$ cat src/rtl/renderer_pkg.sv
// Shared types and timing defaults for the block renderer datapath.
// Build option: SCHED_STATE_GATE_EN (used by block_line_scheduler).
package renderer_pkg;

    typedef struct packed {
        logic        visible;
        logic [11:0] x;
        logic [11:0] y;
        logic [13:0] z;
        logic        color;
        logic [2:0]  direction;
        logic [9:0]  size;
    } block_entry_t;

    typedef enum logic [1:0] {
        IDLE = 2'd0,
        SCAN = 2'd1,
        DONE = 2'd2
    } sched_state_t;

    localparam logic [1:0] PLAYING = 2'd1;

    localparam int H_ACTIVE_DEF = 1280;
    localparam int H_TOTAL_DEF  = 1650;
    localparam int V_TOTAL_DEF  = 750;

endpackage

$ cat src/rtl/block_row_hit.sv
// Combinational row hit test: does a table entry cover scanline y_next?
// Both edges inclusive; sums are widened so y + size cannot wrap.
module block_row_hit
    import renderer_pkg::*;
(
    input  block_entry_t entry,
    input  logic [9:0]   y_next,
    output logic         hit
);

    logic [12:0] yn;
    logic [12:0] y_lo;
    logic [12:0] y_hi;

    assign yn   = {3'b000, y_next};
    assign y_lo = {1'b0, entry.y};
    assign y_hi = {1'b0, entry.y} + {3'b000, entry.size};
    assign hit  = entry.visible && (yn >= y_lo) && (yn <= y_hi);

endmodule

$ cat src/rtl/block_line_scheduler.sv
// Scans the block table in h-blank and commits the nearest block for the next line.
// Build option: SCHED_STATE_GATE_EN blanks commits unless state is PLAYING.
module block_line_scheduler
    import renderer_pkg::*;
#(
    parameter int N_BLOCKS     = 64,
    parameter int READ_LATENCY = 2,
    parameter int H_ACTIVE     = H_ACTIVE_DEF,
    parameter int H_TOTAL      = H_TOTAL_DEF,
    parameter int V_TOTAL      = V_TOTAL_DEF
) (
    input  logic                        clk_in,
    input  logic                        rst_in,
    input  logic [10:0]                 x_in,
    input  logic [9:0]                  y_in,
    input  logic [1:0]                  state,
    output logic [$clog2(N_BLOCKS)-1:0] mem_addr_out,
    output logic                        mem_rd_out,
    input  logic [52:0]                 mem_data_in,
    output logic                        block_visible,
    output logic [7:0]                  curr_block_index_out,
    output logic [11:0]                 block_x,
    output logic [11:0]                 block_y,
    output logic [13:0]                 block_z,
    output logic                        block_color,
    output logic [2:0]                  block_direction,
    output logic [9:0]                  block_size,
    output logic                        scan_overrun
);

    localparam int          AW        = $clog2(N_BLOCKS);
    localparam logic [10:0] X_START   = 11'(H_ACTIVE);
    localparam logic [10:0] X_LAST    = 11'(H_TOTAL - 1);
    localparam logic [9:0]  Y_LAST    = 10'(V_TOTAL - 1);
    localparam logic [AW-1:0] ADDR_LAST = AW'(N_BLOCKS - 1);

    sched_state_t fsm_state;
    sched_state_t fsm_next;

    logic scan_start;
    logic commit;
    logic abort;

    logic [9:0]              y_next;
    logic [READ_LATENCY-1:0] tag_sr;
    logic                    tag_valid;
    logic [AW-1:0]           ret_idx;
    logic                    last_ret;

    block_entry_t  entry;
    block_entry_t  best;
    logic [AW-1:0] best_idx;
    logic          hit;
    logic          better;
    logic          gate_ok;
    logic          keep;

    assign entry     = mem_data_in;
    assign tag_valid = tag_sr[READ_LATENCY-1];

    // Held candidate is always a visible hit, so its visible bit doubles as "held".
    assign better = tag_valid && hit && (!best.visible || (entry.z < best.z));

`ifdef SCHED_STATE_GATE_EN
    assign gate_ok = (state == PLAYING);
`else
    logic unused_state;
    assign unused_state = ^state;
    assign gate_ok      = 1'b1;
`endif

    assign keep = best.visible && gate_ok;

    block_row_hit u_row_hit (
        .entry  (entry),
        .y_next (y_next),
        .hit    (hit)
    );

    // FSM state register
    always_ff @(posedge clk_in) begin
        if (!rst_in) fsm_state <= IDLE;
        else         fsm_state <= fsm_next;
    end

    // FSM next-state logic
    always_comb begin
        fsm_next = fsm_state;
        unique case (fsm_state)
            IDLE: if (x_in == X_START) fsm_next = SCAN;
            SCAN: begin
                if (x_in == X_LAST) fsm_next = IDLE;
                else if (last_ret)  fsm_next = DONE;
            end
            DONE: if (x_in == X_LAST) fsm_next = IDLE;
            default: fsm_next = IDLE;
        endcase
    end

    // FSM control strobes
    always_comb begin
        scan_start = 1'b0;
        commit     = 1'b0;
        abort      = 1'b0;
        unique case (fsm_state)
            IDLE:    scan_start = (x_in == X_START);
            SCAN:    abort      = (x_in == X_LAST);
            DONE:    commit     = (x_in == X_LAST);
            default: ;
        endcase
    end

    // Address issue, return tagging and next-line y capture
    always_ff @(posedge clk_in) begin
        if (!rst_in) begin
            mem_addr_out <= '0;
            mem_rd_out   <= 1'b0;
            tag_sr       <= '0;
            ret_idx      <= '0;
            last_ret     <= 1'b0;
            y_next       <= '0;
        end else if (scan_start) begin
            mem_addr_out <= '0;
            mem_rd_out   <= 1'b1;
            tag_sr       <= '0;
            ret_idx      <= '0;
            last_ret     <= 1'b0;
            y_next       <= (y_in == Y_LAST) ? 10'd0 : y_in + 10'd1;
        end else if (abort) begin
            mem_addr_out <= '0;
            mem_rd_out   <= 1'b0;
            tag_sr       <= '0;
            last_ret     <= 1'b0;
        end else begin
            if (mem_rd_out) begin
                if (mem_addr_out == ADDR_LAST) begin
                    mem_rd_out   <= 1'b0;
                    mem_addr_out <= '0;
                end else begin
                    mem_addr_out <= mem_addr_out + 1'b1;
                end
            end
            tag_sr[0] <= mem_rd_out;
            for (int i = 1; i < READ_LATENCY; i++) tag_sr[i] <= tag_sr[i-1];
            if (tag_valid) ret_idx <= ret_idx + 1'b1;
            if (tag_valid && (ret_idx == ADDR_LAST)) last_ret <= 1'b1;
        end
    end

    // Best-candidate tracking; strict z compare keeps the lower index on ties
    always_ff @(posedge clk_in) begin
        if (!rst_in || scan_start) begin
            best     <= '0;
            best_idx <= '0;
        end else if ((fsm_state == SCAN) && better) begin
            best     <= entry;
            best_idx <= ret_idx;
        end
    end

    // Committed outputs, stable for the whole line between commits
    always_ff @(posedge clk_in) begin
        if (!rst_in || abort) begin
            block_visible        <= 1'b0;
            curr_block_index_out <= '0;
            block_x              <= '0;
            block_y              <= '0;
            block_z              <= '0;
            block_color          <= 1'b0;
            block_direction      <= '0;
            block_size           <= '0;
            scan_overrun         <= rst_in && abort;
        end else if (commit) begin
            block_visible        <= keep;
            curr_block_index_out <= keep ? 8'(best_idx) : 8'd0;
            block_x              <= keep ? best.x : 12'd0;
            block_y              <= keep ? best.y : 12'd0;
            block_z              <= keep ? best.z : 14'd0;
            block_color          <= keep ? best.color : 1'b0;
            block_direction      <= keep ? best.direction : 3'd0;
            block_size           <= keep ? best.size : 10'd0;
            scan_overrun         <= 1'b0;
        end else begin
            scan_overrun <= 1'b0;
        end
    end

endmodule

$ cat config.mk
export PLATFORM = sky130hd
export DESIGN_NAME = block_line_scheduler
export DESIGN_NICKNAME = d
export VERILOG_FILES = /design/src/rtl/renderer_pkg.sv /design/src/rtl/block_row_hit.sv /design/src/rtl/block_line_scheduler.sv
export SDC_FILE = /design/constraint.sdc
export NUM_CORES = 1
export LEC_CHECK = 0
export BUFFER_PORTS_ARGS = -buffer_cell sky130_fd_sc_hd__buf_2
export CORE_UTILIZATION = 55
export DETAILED_ROUTE_END_ITERATION = 6
export GPL_TIMING_DRIVEN = 1
export PLACE_DENSITY = 0.8
export SETUP_SLACK_MARGIN = 0.02
export SYNTH_ARGS = -nofsm -noshare
export SYNTH_HDL_FRONTEND = slang
export SYNTH_SLANG_ARGS = --single-unit
$ cat constraint.sdc
create_clock -name clk_in -period 3.57 [get_ports clk_in]
set_input_delay 0.1785 -clock clk_in [delete_from_list [all_inputs] [get_ports clk_in]]
set_output_delay 0.1785 -clock clk_in [all_outputs]
set_load 0.01 [all_outputs]
==> metrics.txt <==
asr flop ratio synth=0%; Yosys Warn Count=0; P_leak=3.55 nW; vias=5984; endpoints failing hold=0; Root Buffer=clkbuf_16; register-to-register path setup slack=0.97 ns; HP Class=primary input to flip-flop; antenna violations before repair=0; clock slew at reported path FFs=0.06 ns; mux cell area share after synthesis=8.65%; slowest stage delay, CP=0.42 ns; Reg power frac=44.4%; crit path time final=3.18 ns; multi-input logic area=0.00369 mm²; Post-Synth Adder-Cell Area=8.74%; CP max FO=24; Seq/Total Area, Yosys=42.3%; H-Tree Depth=4; final setup margin=0.390 ns; Total GRT Usage=25.0%; filler cell count=987; met2 Use GR=41.7%; Final period util=89.1%; nature of the critical path startpoint=primary input; Clock Path Buffers=2; Comb pwr share=7.2%; R2R depth=10; Register Area=0.00294 mm²; TritonCTS clock tree=done; slowest library cell on the worst path=fa_1; clk_skew=0.00727 ns; Mapped Area=0.00695 mm²; Power, Total=3.70 mW; Crit Path Category=primary input to flip-flop; routability cong.=0.861; Post-synth EDFFs=0; worst slew pin tran=0.769 ns; status=finished clean; detailed-route DRC error count=0; first-pass GRT wire length=25.7 mm; worst ir drop on vdd=0.284 mV; CP Capture Type=flip-flop; unrepaired setup endpoints after global routing=false; Power Density=435 mW/mm²; Row Count=40; CP Buf/Inv Count=3; Synth Register Bits=147; Die ar.=0.0131 mm²; hold endpoint=best[47]; layout net count=1081; grt ovf=0; Worst R2R End=best[5]; worst hold stages=3; post-synthesis compound-gate area fraction=10.4%; Pint=2.86 mW; Syn Inst Count=825; total wire length=15.7 mm; post-synthesis simple-gate area fraction=21.7%; Synth Area per Inst=8.43 µm²; pin count of the biggest net entering global routing=65; dpl hpwl=10.9 mm; area share of xor/xnor cells in the synthesized design=3.15%; vias per inst=5.27; CTS Buf Count=17; Area growth syn-to-layout=22.1%; share of layout cells above drive strength 1=20.4%; Resized cells post-CTS=0; CP Cell Sequence=buf_2, ha_1, fa_1, a21o_1, a221oi_2, buf_4, xnor2_1, ha_1, a21o_1, a21o_1, a221oi_1, a221oi_2, a21oi_4, buf_12, mux2i_1; setup TNS=0 ns; Routed Antenna Nets=0; Max Freq=0.314 GHz; Critical R2R Launch=best[16]; Worst Path Arrival=3.52 ns; switching pwr=0.835 mW; Top Ports=147; Starting Density=57.2%; clk_lat worst skew=0.42 ns; Worst Min Path Start=mem_data_in[47]; endpoints failing setup=0; busiest grt layer=met2; Clk pwr share=48.4%; TritonRoute pass-1 iters=5; clock sinks=147; pre-CTS setup slack=-0.00679 ns; number of global-route vias before repair=5534; met3 Usage GRT=6.03%; largest family of logic cells by synthesized area=simple AND/OR/NAND/NOR gates; Most used DFF post-synth=dfxtp_1; initial drt markers=367; Layout Utilization=69.8%; met1 Use GR=31.5%; antenna cells=0; maximum capacitance violations=0; chip width=114 µm; post-synthesis cell type count=51; sw frac=22.6%; worst endpoint required time=3.91 ns; WL/cell=13.8 µm; Die H=114 µm; Top cell by count, worst path=a21o_1; Max-slew headroom=48.7%; Top delay family on crit path=compound AO/OA/AOI/OAI gates; Core Box Area=0.0122 mm²; fin. max-slew vios=0; Port-buffer cells=142
-- worst min-delay path: stages --
cell	delay, ns
buf_2	0.10
nand2_1	0.05
mux2i_1	0.05
-- state kept, by name, indices dropped and copies added (netlist names), 2 cells and up --
signal / cells
best: 52
block_z: 14
block_x: 12
block_y: 12
block_size: 10
y_next: 10
best_idx: 6
curr_block_index_out: 6
mem_addr_out: 6
ret_idx: 6
block_direction: 3
fsm_state: 2
tag_sr: 2
-- cell usage after synthesis, types with 2 or more instances --
cell | instances | area (µm²)
nand3b_1 | 2 | 15.0
xor2_1 | 17 | 149
a221oi_2 | 2 | 30.0
ha_1 | 47 | 588
buf_2 | 5 | 25.0
o21a_1 | 3 | 22.5
nor2b_1 | 6 | 37.5
nor2_1 | 22 | 82.6
nand2b_1 | 3 | 18.8
a211o_1 | 2 | 17.5
a21o_1 | 9 | 67.6
dfxtp_1 | 147 | 2940
or3_1 | 2 | 12.5
a21oi_1 | 71 | 355
and2_1 | 6 | 37.5
a31oi_1 | 2 | 12.5
nand4_1 | 10 | 62.6
nor3b_1 | 2 | 15.0
inv_1 | 30 | 113
mux2i_1 | 59 | 591
o21bai_1 | 2 | 15.0
buf_4 | 2 | 15.0
nor3_1 | 6 | 30.0
and3_1 | 12 | 75.1
and4_1 | 2 | 17.5
a221oi_1 | 2 | 17.5
nand3_1 | 69 | 345
buf_6 | 3 | 33.8
clkbuf_1 | 42 | 158
xnor2_1 | 8 | 70.1
nand2_1 | 194 | 728
o21ai_0 | 17 | 85.1
-- cell families (layout without fill, tap and decap cells) --
family,after synthesis,in the layout
buffers and inverters,83,225
AND/OR/NAND/NOR,340,340
multiplexers,60,60
XOR/XNOR,25,25
other,1,2
adder cells (fa/ha/maj),48,48
AO/OA/AOI/OAI,121,121
flip-flops,147,147
-- worst max-delay path by stage --
stage	start	endpoint	cells past startpoint
4_1_cts	mem_data_in[0]	best[31]	15
3_3_place_gp	mem_data_in[0]	best[0]	15
5_1_grt	mem_data_in[28]	best[5]	15
2_1_floorplan	mem_data_in[0]	best[38]	16
6_report	mem_data_in[0]	best[5]	15
3_5_place_dp	mem_data_in[0]	best[31]	15
-- routing by layer --
layer / wire length [µm] / vias up
li1: - / 3061
met1: 7220 / 2740
met2: 7330 / 158
met3: 826 / 25
met4: 292 / 0
met5: 0 / -
-- layout make-up --
class | count | share of cell area, %
Clock inverter | 11 | 1.46
Sequential cell | 147 | 34.7
Multi-Input combinational cell | 596 | 43.5
Timing Repair Buffer | 163 | 10.9
Clock buffer | 21 | 5.66
Inverter | 30 | 1.33
Tap cell | 168 | 2.48
-- cells in the final DEF, fill, tap and decap left out, types with 3 or more instances in the layout --
master	count
clkinvlp_4	3
xor2_1	17
ha_1	47
dlygate4sd3_1	9
nor2b_1	5
xnor2_1	8
and3_1	12
buf_2	142
buf_12	3
a21o_1	9
inv_1	30
a21oi_1	71
nand3_1	69
nand4_1	10
clkbuf_8	4
nor3_1	5
clkbuf_16	17
mux2i_1	59
and2_1	6
buf_4	9
o21a_1	3
clkinv_2	3
nor2_1	22
nand2_1	194
dfxtp_1	146
o21ai_0	17
-- power by group through the flow --
stage	Sequential, mW	Clock, mW	Combinational (mW)
after floorplan	1.68	0	0.159
after global placement	1.68	0	0.252
final	1.64	1.79	0.267
after detailed placement	1.68	0	0.255
after global routing	1.64	1.89	0.299
after CTS	1.64	1.81	0.266
-- per-stage QoR --
step	hold slack [ns]	std cells	area (µm²)
6_report	0.00935	1136	8490
5_1_grt	0.00142	1136	8490
4_1_cts	0.00318	1136	8490
3_5_place_dp	0.439	1095	7800
3_3_place_gp	0.430	1095	7800
2_1_floorplan	0.294	826	6960
-- timing repair --
item	4_1_cts	5_1_grt
buffers inserted	0	0
endpoints found under the hold margin	9	0
hold buffers	9	0
Power figures use the tool's default switching activity.
